`src/rtl/bus_driver_pkg.sv`:
```
// Shared select codes and FSM state encoding for the bus driver.
package bus_driver_pkg;

  localparam logic [3:0] SEL_MEM    = 4'd8;
  localparam logic [3:0] SEL_IMM    = 4'd9;
  localparam logic [3:0] SEL_ILL_LO = 4'd10;

  typedef enum logic {
    ST_IDLE     = 1'b0,
    ST_MEM_WAIT = 1'b1
  } state_e;

endpackage

```
`src/rtl/bus_src_mux.sv`:
```
// Combinational 8:1 selector over the flattened register-source outputs.
module bus_src_mux #(
  parameter int WIDTH = 8
) (
  input  logic [8*WIDTH-1:0] src_data_i,
  input  logic [2:0]         sel_i,
  output logic [WIDTH-1:0]   dout_o
);

  always_comb begin
    dout_o = '0;
    for (int k = 0; k < 8; k++) begin
      if (sel_i == 3'(k)) begin
        dout_o = src_data_i[WIDTH*k +: WIDTH];
      end
    end
  end

endmodule

```
`src/rtl/bus_driver.sv`:
```
// Drives a registered bus from register sources, an immediate or a timed memory read.
// All outputs registered; the memory path waits in MEM_WAIT until ack or timeout.
module bus_driver
  import bus_driver_pkg::*;
#(
  parameter int MEM_TIMEOUT = 8,
  parameter int WIDTH       = 8
) (
  input  logic               Clk,
  input  logic               RST,
  input  logic               rd_req,
  input  logic [3:0]         rd_sel,
  input  logic [8*WIDTH-1:0] src_data,
  input  logic [WIDTH-1:0]   imm,
  input  logic [WIDTH-1:0]   mem_dout,
  input  logic               mem_ack,
  output logic               mem_rd,
  output logic [WIDTH-1:0]   BusOut,
  output logic               bus_valid,
  output logic               busy,
  output logic               err
);

  localparam int CNT_W = $clog2(MEM_TIMEOUT) + 1;
  localparam logic [CNT_W-1:0] CNT_LAST = CNT_W'(MEM_TIMEOUT - 1);

  state_e           state_q, state_d;
  logic [CNT_W-1:0] cnt_q, cnt_d;
  logic [WIDTH-1:0] bus_q, bus_d;
  logic             valid_q, valid_d;
  logic             err_q, err_d;
  logic             mem_rd_q, mem_rd_d;
  logic             busy_q, busy_d;
  logic [WIDTH-1:0] reg_src;

  bus_src_mux #(.WIDTH(WIDTH)) u_src_mux (
    .src_data_i (src_data),
    .sel_i      (rd_sel[2:0]),
    .dout_o     (reg_src)
  );

  always_comb begin
    state_d  = state_q;
    cnt_d    = cnt_q;
    bus_d    = bus_q;
    valid_d  = 1'b0;
    err_d    = 1'b0;
    mem_rd_d = 1'b0;
    busy_d   = 1'b0;
    unique case (state_q)
      ST_IDLE: begin
        if (rd_req) begin
          if (rd_sel < SEL_MEM) begin
            bus_d   = reg_src;
            valid_d = 1'b1;
          end else if (rd_sel == SEL_MEM) begin
            mem_rd_d = 1'b1;
            busy_d   = 1'b1;
            cnt_d    = '0;
            state_d  = ST_MEM_WAIT;
          end else if (rd_sel == SEL_IMM) begin
            bus_d   = imm;
            valid_d = 1'b1;
          end else begin
            bus_d   = '0;
            valid_d = 1'b1;
            err_d   = 1'b1;
          end
        end
      end
      ST_MEM_WAIT: begin
        // Ack is checked first so a response on the last allowed cycle still lands.
        if (mem_ack) begin
          bus_d   = mem_dout;
          valid_d = 1'b1;
          state_d = ST_IDLE;
        end else if (cnt_q == CNT_LAST) begin
          err_d   = 1'b1;
          state_d = ST_IDLE;
        end else begin
          cnt_d    = cnt_q + 1'b1;
          mem_rd_d = 1'b1;
          busy_d   = 1'b1;
        end
      end
      default: state_d = ST_IDLE;
    endcase
  end

  always_ff @(posedge Clk) begin
    if (RST) begin
      state_q  <= ST_IDLE;
      cnt_q    <= '0;
      bus_q    <= '0;
      valid_q  <= 1'b0;
      err_q    <= 1'b0;
      mem_rd_q <= 1'b0;
      busy_q   <= 1'b0;
    end else begin
      state_q  <= state_d;
      cnt_q    <= cnt_d;
      bus_q    <= bus_d;
      valid_q  <= valid_d;
      err_q    <= err_d;
      mem_rd_q <= mem_rd_d;
      busy_q   <= busy_d;
    end
  end

  assign BusOut    = bus_q;
  assign bus_valid = valid_q;
  assign err       = err_q;
  assign mem_rd    = mem_rd_q;
  assign busy      = busy_q;

endmodule

```
`config.mk`:
```
export PLATFORM = sky130hd
export DESIGN_NAME = bus_driver
export DESIGN_NICKNAME = d
export VERILOG_FILES = /design/src/rtl/bus_driver_pkg.sv /design/src/rtl/bus_src_mux.sv /design/src/rtl/bus_driver.sv
export SDC_FILE = /design/constraint.sdc
export NUM_CORES = 1
export LEC_CHECK = 0
export CAP_MARGIN = 20
export CORE_MARGIN = 2
export CORE_UTILIZATION = 35
export DETAILED_ROUTE_END_ITERATION = 6
export PLACE_DENSITY = 0.82
export SLEW_MARGIN = 25
export SYNTH_ARGS = -nofsm -noshare
export SYNTH_HDL_FRONTEND = slang
export SYNTH_HIERARCHICAL = 1
export SYNTH_SLANG_ARGS = --single-unit
```
`constraint.sdc`:
```
create_clock -name Clk -period 2.32 [get_ports Clk]
set_input_delay 0.464 -clock Clk [delete_from_list [all_inputs] [get_ports Clk]]
set_output_delay 0.464 -clock Clk [all_outputs]
set_load 0.01 [all_outputs]
```
==> run_summary.xml, run 1 <==
<?xml version="1.0" encoding="UTF-8"?>
<metrics>
  <group name="clocking">
    <metric name="cts_tree" unit="">built</metric>
    <metric name="clkLatencyLatePin" unit="ns">0.25</metric>
    <metric name="clock_sink_count" unit="">15</metric>
    <metric name="cts.repair.resized" unit="">0</metric>
    <metric name="max-clock-path-buffers" unit="">2</metric>
    <metric name="cts_root_buffer" unit="">clkbuf_8</metric>
    <metric name="cts-buffers-inserted" unit="">3</metric>
    <metric name="cts.repair_timing.setup_buffer_count" unit="">0</metric>
    <metric name="clk_pin_slew" unit="ns">0.06</metric>
    <metric name="h_tree_lvl_count" unit="">1</metric>
    <metric name="hold_buffers" unit="">0</metric>
  </group>
  <group name="yosys">
    <metric name="syn_avg_cell_area" unit="µm²">11.69</metric>
    <metric name="yosysWarningCount" unit="">6</metric>
    <metric name="syn-cell-area" unit="µm²">1391</metric>
    <metric name="synth_largest_area_cell" unit="">mux4_1</metric>
    <metric name="synth.distinct_cells" unit="">38</metric>
    <metric name="synth_nets" unit="">208</metric>
    <metric name="synth_seq_cells" unit="">15</metric>
    <metric name="seq_area_frac_synth" unit="%">21.58</metric>
    <metric name="async_flop_share" unit="%">0</metric>
    <metric name="number_of_enable_type_register_cells_in_the_synthesized_netlist" unit="">0</metric>
    <metric name="yosys.area.top_type_share" unit="%">28.33</metric>
    <metric name="leading_cell_types_by_total_area_after_synthesis" unit="">mux4_1, dfxtp_1, mux2_2, a221oi_1, a311oi_1</metric>
    <metric name="post_synth_inst_count" unit="">119</metric>
    <metric name="ys_dominant_reg_cell" unit="">dfxtp_1</metric>
  </group>
  <group name="detailed_routing">
    <metric name="drt_first_iter_violations" unit="">112</metric>
    <metric name="totalWireLength" unit="mm">4.591</metric>
    <metric name="route.antenna.remaining_nets" unit="">0</metric>
    <metric name="detailroute.via_count" unit="">1551</metric>
    <metric name="number_of_vias_per_cell" unit="">5.853</metric>
    <metric name="post_drt_wl_per_cell" unit="µm">17.32</metric>
    <metric name="drt_drc_violations_left" unit="">0</metric>
    <metric name="detail_route.first_pass.iterations" unit="">4</metric>
  </group>
  <group name="power">
    <metric name="leakagePower" unit="µW">0.0008958</metric>
    <metric name="pwr_cell_area" unit="nW/µm²">336.3</metric>
    <metric name="peakVddDrop" unit="V">0.0001919</metric>
    <metric name="report.power.total" unit="µW">835.7</metric>
  </group>
  <group name="critical_path">
    <metric name="critical-path-slowest-cell" unit="">mux4_1</metric>
    <metric name="worst_r2r_path_depth" unit="">4</metric>
    <metric name="signal_arrival_time_at_the_worst_endpoint" unit="ns">2.31</metric>
    <metric name="critical_path.reg2reg.endpoint" unit="">cnt_q[2]$_SDFFE_PP0P_</metric>
    <metric name="worstSetupStartpointType" unit="">primary input</metric>
    <metric name="regToRegStartpoint" unit="">busy$_SDFF_PP0_</metric>
    <metric name="max_stage_delay" unit="ns">0.56</metric>
    <metric name="data_required_time_of_the_worst_path" unit="ns">2.44</metric>
    <metric name="ordered_list_of_cells_on_the_worst_path" unit="">clkdlybuf4s50_1, buf_12, mux4_1, mux2_2, a22oi_1, a311oi_1</metric>
    <metric name="type_of_the_worst_setup_path" unit="">in -&gt; reg</metric>
    <metric name="setup.worst_path.end_class" unit="">flip-flop</metric>
    <metric name="register_to_register_path_setup_slack" unit="ns">0.73</metric>
    <metric name="cp_max_fo" unit="">18</metric>
  </group>
  <group name="worst_hold_path">
    <metric name="hp-start" unit="">cnt_q[1]$_SDFFE_PP0P_</metric>
    <metric name="timing.hold.worst_path_depth" unit="">2</metric>
    <metric name="worstHoldEndpoint" unit="">cnt_q[1]$_SDFFE_PP0P_</metric>
    <metric name="holdCritPathClass" unit="">reg -&gt; reg</metric>
  </group>
  <group name="sta">
    <metric name="timing_hold_violations_final" unit="">0</metric>
    <metric name="setup_repair_after_global_routing_missed_its_margin" unit="">false</metric>
    <metric name="timing.fmax" unit="MHz">456.3</metric>
    <metric name="final_setup_skew" unit="ns">0.0008581</metric>
    <metric name="setup_total_neg_slack" unit="ns">0</metric>
    <metric name="worst_slew_pin_slew" unit="ns">0.4782</metric>
    <metric name="finalSetupViolations" unit="">0</metric>
    <metric name="finalCritPeriodShare" unit="%">94.47</metric>
    <metric name="min_cycle_time_layout" unit="ns">2.192</metric>
    <metric name="timing_max_transition_violations_final" unit="">0</metric>
    <metric name="slew_headroom" unit="%">68.00</metric>
  </group>
  <group name="flow_run">
    <metric name="timing.max_cap.violations" unit="">0</metric>
  </group>
  <group name="floorplanning">
    <metric name="chipWidth" unit="µm">67.05</metric>
    <metric name="num_io_pins" unit="">100</metric>
    <metric name="die_area" unit="µm²">4496</metric>
    <metric name="starting_density_of_the_core" unit="%">37.17</metric>
    <metric name="design.core.area" unit="µm²">3744</metric>
    <metric name="die_h" unit="µm">67.05</metric>
    <metric name="placement_rows" unit="">22</metric>
  </group>
  <group name="grt">
    <metric name="first_global_vias" unit="">1607</metric>
    <metric name="grt_first_pass_wirelength" unit="mm">7.224</metric>
    <metric name="antenna_found_initial" unit="">0</metric>
    <metric name="globalRouteOverflowTotal" unit="">0</metric>
    <metric name="grt_usage" unit="%">21.52</metric>
    <metric name="grt_start_max_net_pins" unit="">20</metric>
  </group>
  <group name="final_layout">
    <metric name="most-common-layout-cells" unit="">clkdlybuf4s50_1, dfxtp_1, mux4_1</metric>
    <metric name="drive_above_1_share" unit="%">11.52</metric>
    <metric name="syn_to_final_growth" unit="%">78.60</metric>
    <metric name="layout.nets" unit="">307</metric>
    <metric name="layout.cells.most_common" unit="">clkdlybuf4s50_1</metric>
    <metric name="antennaDiodeCount" unit="">0</metric>
    <metric name="num-fill-cells" unit="">305</metric>
  </group>
  <group name="placed_design">
    <metric name="routabilityCongestion" unit="">0.8222</metric>
    <metric name="numPortBuffers" unit="">99</metric>
    <metric name="place.detailed.hpwl" unit="mm">3.898</metric>
  </group>
  <group name="outcome">
    <metric name="outcome" unit="">complete, no violations</metric>
  </group>
</metrics>
[metal layers]
layer,vias up,share of wire (%),global-route usage [%]
met3,11,9.7,7.264
met5,-,0,0
li1,721,-,-
met2,78,54,39.85
met4,0,2.0,7.143
met1,741,34,22.38
[per-stage QoR]
| stage | hold slack [ns] | instance area, µm² | instances | worst slack [ns] | utilization, % |
|---|---|---|---|---|---|
| after global routing | 0.5274 | 2485 | 265 | 0.04911 | 66.38 |
| after detailed placement | 0.4936 | 2439 | 261 | -0.1360 | 65.14 |
| final | 0.5007 | 2485 | 265 | 0.1283 | 66.38 |
| after CTS | 0.5004 | 2485 | 265 | 0.1285 | 66.38 |
| after global placement | 0.4848 | 2439 | 261 | -0.1068 | 65.14 |
| after floorplan | 0.4694 | 1391 | 119 | 0.4142 | - |
[logic make-up after synthesis]
kind of cell / count (synthesis) / synth area share, %
AND/OR/NAND/NOR: 29 / 13.58
adder cells (fa/ha/maj): 1 / 0.8991
flip-flops: 15 / 21.58
buffers and inverters: 15 / 7.194
AO/OA/AOI/OAI: 35 / 20.32
multiplexers: 24 / 36.42
[synthesized netlist by cell type, drive strengths merged, types with 2 or more instances]
library cell / n
clkbuf: 6
nor2b: 4
a21oi: 3
buf: 8
mux2: 8
a221oi: 8
o221ai: 2
mux4: 16
a22oi: 8
nand3: 9
a311oi: 9
or3b: 2
nand2b: 3
nand3b: 2
dfxtp: 15
[critical path, delay by kind of cell]
family | cells | cell delay, ns
buf+inv | 2 | 0.68
compound gates | 2 | 0.32
mux | 2 | 0.84
[final cells by class]
| type | count | area [µm²] | area share (%) |
|---|---|---|---|
| clock inverter | 1 | 5.005 | 0.2014 |
| timing repair buffer | 108 | 1084 | 43.61 |
| sequential | 15 | 300.3 | 12.08 |
| tap | 48 | 60.06 | 2.417 |
| inverter | 1 | 3.754 | 0.1511 |
| clock buffer | 3 | 41.29 | 1.662 |
| multi-input combinational | 89 | 991.0 | 39.88 |
[worst max path at each step]
stage	to	slack [ns]	start	cells after the start
final	BusOut[3]$_SDFFE_PP0P_	0.13	rd_sel[1]	6
after global routing	BusOut[2]$_SDFFE_PP0P_	0.05	rd_sel[1]	6
after CTS	BusOut[5]$_SDFFE_PP0P_	0.13	rd_sel[1]	6
after detailed placement	BusOut[5]$_SDFFE_PP0P_	-0.14	rd_sel[1]	6
after global placement	BusOut[3]$_SDFFE_PP0P_	-0.11	rd_sel[1]	6
after floorplan	BusOut[6]$_SDFFE_PP0P_	0.41	rd_sel[1]	6
[power breakdown]
group | switching (µW) | leakage [µW] | total, µW | internal, µW
Combinational | 101 | 0.000747 | 343 | 242
Clock | 93.7 | 0.0000255 | 213 | 119
Sequential | 8.42 | 0.000123 | 280 | 272
[state kept, by name, summed over array words and instances, names as in the netlist]
signal and flops:
BusOut 8, cnt_q 4, bus_valid 1, busy 1
err 1
Note: power is estimated with default switching activity, not from simulation.
==> inputs of run 2 (changes only) <==
- CORE_ASPECT_RATIO: default -> 0.7
==> run_summary.xml, run 2 (synthesis results as in run 1) <==
<?xml version="1.0" encoding="UTF-8"?>
<metrics>
  <group name="outcome">
    <metric name="outcome" unit="">complete, no violations</metric>
  </group>
  <group name="sta">
    <metric name="timing.fmax" unit="MHz">449.1</metric>
    <metric name="finalWorstSetupSlack" unit="ns">0.09316</metric>
    <metric name="min_cycle_time_layout" unit="ns">2.227</metric>
    <metric name="setup_total_neg_slack" unit="ns">0</metric>
    <metric name="worst_slew_pin_slew" unit="ns">0.4834</metric>
    <metric name="timing_hold_violations_final" unit="">0</metric>
    <metric name="slew_headroom" unit="%">67.65</metric>
    <metric name="timing_max_transition_violations_final" unit="">0</metric>
    <metric name="finalSetupViolations" unit="">0</metric>
    <metric name="finalCritPeriodShare" unit="%">95.98</metric>
    <metric name="setup_repair_after_global_routing_missed_its_margin" unit="">false</metric>
    <metric name="final_setup_skew" unit="ns">0.003610</metric>
    <metric name="whs" unit="ns">0.5097</metric>
  </group>
  <group name="critical_path">
    <metric name="max_stage_delay" unit="ns">0.56</metric>
    <metric name="cp_max_fo" unit="">8</metric>
    <metric name="setup.worst_path.end_class" unit="">flip-flop</metric>
    <metric name="data_required_time_of_the_worst_path" unit="ns">2.44</metric>
    <metric name="worst_r2r_path_depth" unit="">4</metric>
    <metric name="worstSetupStartpointType" unit="">primary input</metric>
    <metric name="critical_path.reg2reg.endpoint" unit="">cnt_q[2]$_SDFFE_PP0P_</metric>
    <metric name="signal_arrival_time_at_the_worst_endpoint" unit="ns">2.35</metric>
    <metric name="critical-path-slowest-cell" unit="">mux4_1</metric>
    <metric name="register_to_register_path_setup_slack" unit="ns">0.64</metric>
    <metric name="type_of_the_worst_setup_path" unit="">in -&gt; reg</metric>
    <metric name="ordered_list_of_cells_on_the_worst_path" unit="">clkdlybuf4s50_1, buf_4, mux4_1, mux2_2, a22oi_1, a311oi_2</metric>
    <metric name="regToRegStartpoint" unit="">busy$_SDFF_PP0_</metric>
  </group>
  <group name="clocking">
    <metric name="clk_pin_slew" unit="ns">0.06</metric>
    <metric name="clkLatencyLatePin" unit="ns">0.25</metric>
    <metric name="cts.repair_timing.setup_buffer_count" unit="">0</metric>
    <metric name="cts_tree" unit="">built</metric>
    <metric name="h_tree_lvl_count" unit="">1</metric>
    <metric name="max-clock-path-buffers" unit="">2</metric>
    <metric name="hold_buffers" unit="">0</metric>
    <metric name="cts-buffers-inserted" unit="">3</metric>
    <metric name="cts_root_buffer" unit="">clkbuf_8</metric>
    <metric name="clock_sink_count" unit="">15</metric>
    <metric name="cts.repair.resized" unit="">0</metric>
  </group>
  <group name="placed_design">
    <metric name="routabilityCongestion" unit="">0.8225</metric>
    <metric name="place_worst_setup_slack" unit="ns">-0.1447</metric>
    <metric name="numPortBuffers" unit="">99</metric>
    <metric name="place.detailed.hpwl" unit="mm">3.740</metric>
  </group>
  <group name="final_layout">
    <metric name="postLayoutCoreUtil" unit="%">64.45</metric>
    <metric name="drive_above_1_share" unit="%">11.93</metric>
    <metric name="syn_to_final_growth" unit="%">79.50</metric>
    <metric name="largest_reg_flops" unit="">8</metric>
    <metric name="antennaDiodeCount" unit="">0</metric>
    <metric name="most-common-layout-cells" unit="">clkdlybuf4s50_1, dfxtp_1, mux4_1</metric>
    <metric name="layout.nets" unit="">308</metric>
    <metric name="layout.cells.most_common" unit="">clkdlybuf4s50_1</metric>
  </group>
  <group name="grt">
    <metric name="globalRouteOverflowTotal" unit="">0</metric>
    <metric name="grt_start_max_net_pins" unit="">17</metric>
    <metric name="antenna_found_initial" unit="">0</metric>
    <metric name="grt_first_pass_wirelength" unit="mm">7.217</metric>
    <metric name="first_global_vias" unit="">1598</metric>
    <metric name="grt_usage" unit="%">20.26</metric>
  </group>
  <group name="detailed_routing">
    <metric name="drt_drc_violations_left" unit="">0</metric>
    <metric name="route.antenna.remaining_nets" unit="">0</metric>
    <metric name="number_of_vias_per_cell" unit="">5.567</metric>
    <metric name="totalWireLength" unit="mm">4.516</metric>
    <metric name="detailroute.via_count" unit="">1503</metric>
    <metric name="post_drt_wl_per_cell" unit="µm">16.73</metric>
    <metric name="detail_route.first_pass.iterations" unit="">4</metric>
    <metric name="drt_first_iter_violations" unit="">155</metric>
  </group>
  <group name="flow_run">
    <metric name="timing.max_cap.violations" unit="">0</metric>
  </group>
  <group name="floorplanning">
    <metric name="starting_density_of_the_core" unit="%">35.91</metric>
    <metric name="design.core.area" unit="µm²">3875</metric>
    <metric name="die_h" unit="µm">56.75</metric>
    <metric name="die_area" unit="µm²">4504</metric>
    <metric name="chipWidth" unit="µm">79.36</metric>
    <metric name="placement_rows" unit="">19</metric>
    <metric name="num_io_pins" unit="">100</metric>
  </group>
  <group name="power">
    <metric name="part_of_the_total_power_dissipated_in_combinational_logic" unit="%">41.1</metric>
    <metric name="swShare" unit="%">24.34</metric>
    <metric name="share_of_total_power_in_the_clock_network" unit="%">25.4</metric>
    <metric name="p_int" unit="µW">632.5</metric>
    <metric name="p_sw" unit="µW">203.5</metric>
    <metric name="share_seq_of_total_power" unit="%">33.5</metric>
    <metric name="leakagePower" unit="µW">0.0009000</metric>
    <metric name="peakVddDrop" unit="V">0.0001649</metric>
    <metric name="pwr_cell_area" unit="nW/µm²">334.8</metric>
  </group>
  <group name="worst_hold_path">
    <metric name="worstHoldEndpoint" unit="">cnt_q[0]$_SDFFE_PP0P_</metric>
    <metric name="hp-start" unit="">cnt_q[0]$_SDFFE_PP0P_</metric>
    <metric name="timing.hold.worst_path_depth" unit="">2</metric>
    <metric name="holdCritPathClass" unit="">reg -&gt; reg</metric>
  </group>
</metrics>
run 2: changes by cell type in the layout (fill, tap and decap cells not counted), sizes merged:
cell | previous run | this run
buf | 9 | 10
run 2: worst max path at each step:
stage	startpoint	to	cells after the start
2_1_floorplan	rd_sel[1]	BusOut[6]$_SDFFE_PP0P_	6
3_3_place_gp	rd_sel[1]	BusOut[3]$_SDFFE_PP0P_	6
3_5_place_dp	rd_sel[1]	BusOut[6]$_SDFFE_PP0P_	6
4_1_cts	rd_sel[1]	BusOut[6]$_SDFFE_PP0P_	6
5_1_grt	rd_sel[1]	BusOut[6]$_SDFFE_PP0P_	6
6_report	rd_sel[1]	BusOut[6]$_SDFFE_PP0P_	6
run 2: metal layers:
metal	vias up	part of all wire (%)	global-route usage [%]
met4	0	0.64	3.695
met5	-	0	0
li1	724	-	-
met3	5	6.2	2.733
met1	707	41	24.77
met2	67	52	38.14
run 2: worst max-delay path, delay by kind of cell:
kind / cells / cell delay, ns
multiplexers: 2 / 0.83
buffers and inverters: 2 / 0.72
AO/OA/AOI/OAI: 2 / 0.32
run 2: power by group through the flow:
stage | registers, µW | logic (µW) | clock network, µW
finish | 280 | 344 | 212
global route | 281 | 365 | 226
CTS | 280 | 344 | 215
detailed placement | 285 | 342 | 0
global placement | 285 | 339 | 0
floorplan | 290 | 134 | 0
run 2: area by class of cell:
cell class | instances | area, µm²
Clock buffer | 3 | 41.29
Clock inverter | 1 | 5.005
Fill cell | 306 | 1378
Inverter | 1 | 3.754
Multi-Input combinational cell | 89 | 991.0
Sequential cell | 15 | 300.3
Tap cell | 52 | 65.06
Timing Repair Buffer | 109 | 1091
run 2: metrics by stage:
stage / power [µW] / instances / cell area, µm²
finish: 836.1 / 270 / 2497
global route: 872.4 / 270 / 2497
CTS: 839.1 / 270 / 2497
detailed placement: 627.6 / 266 / 2451
global placement: 624.4 / 266 / 2451
floorplan: 424.1 / 119 / 1391
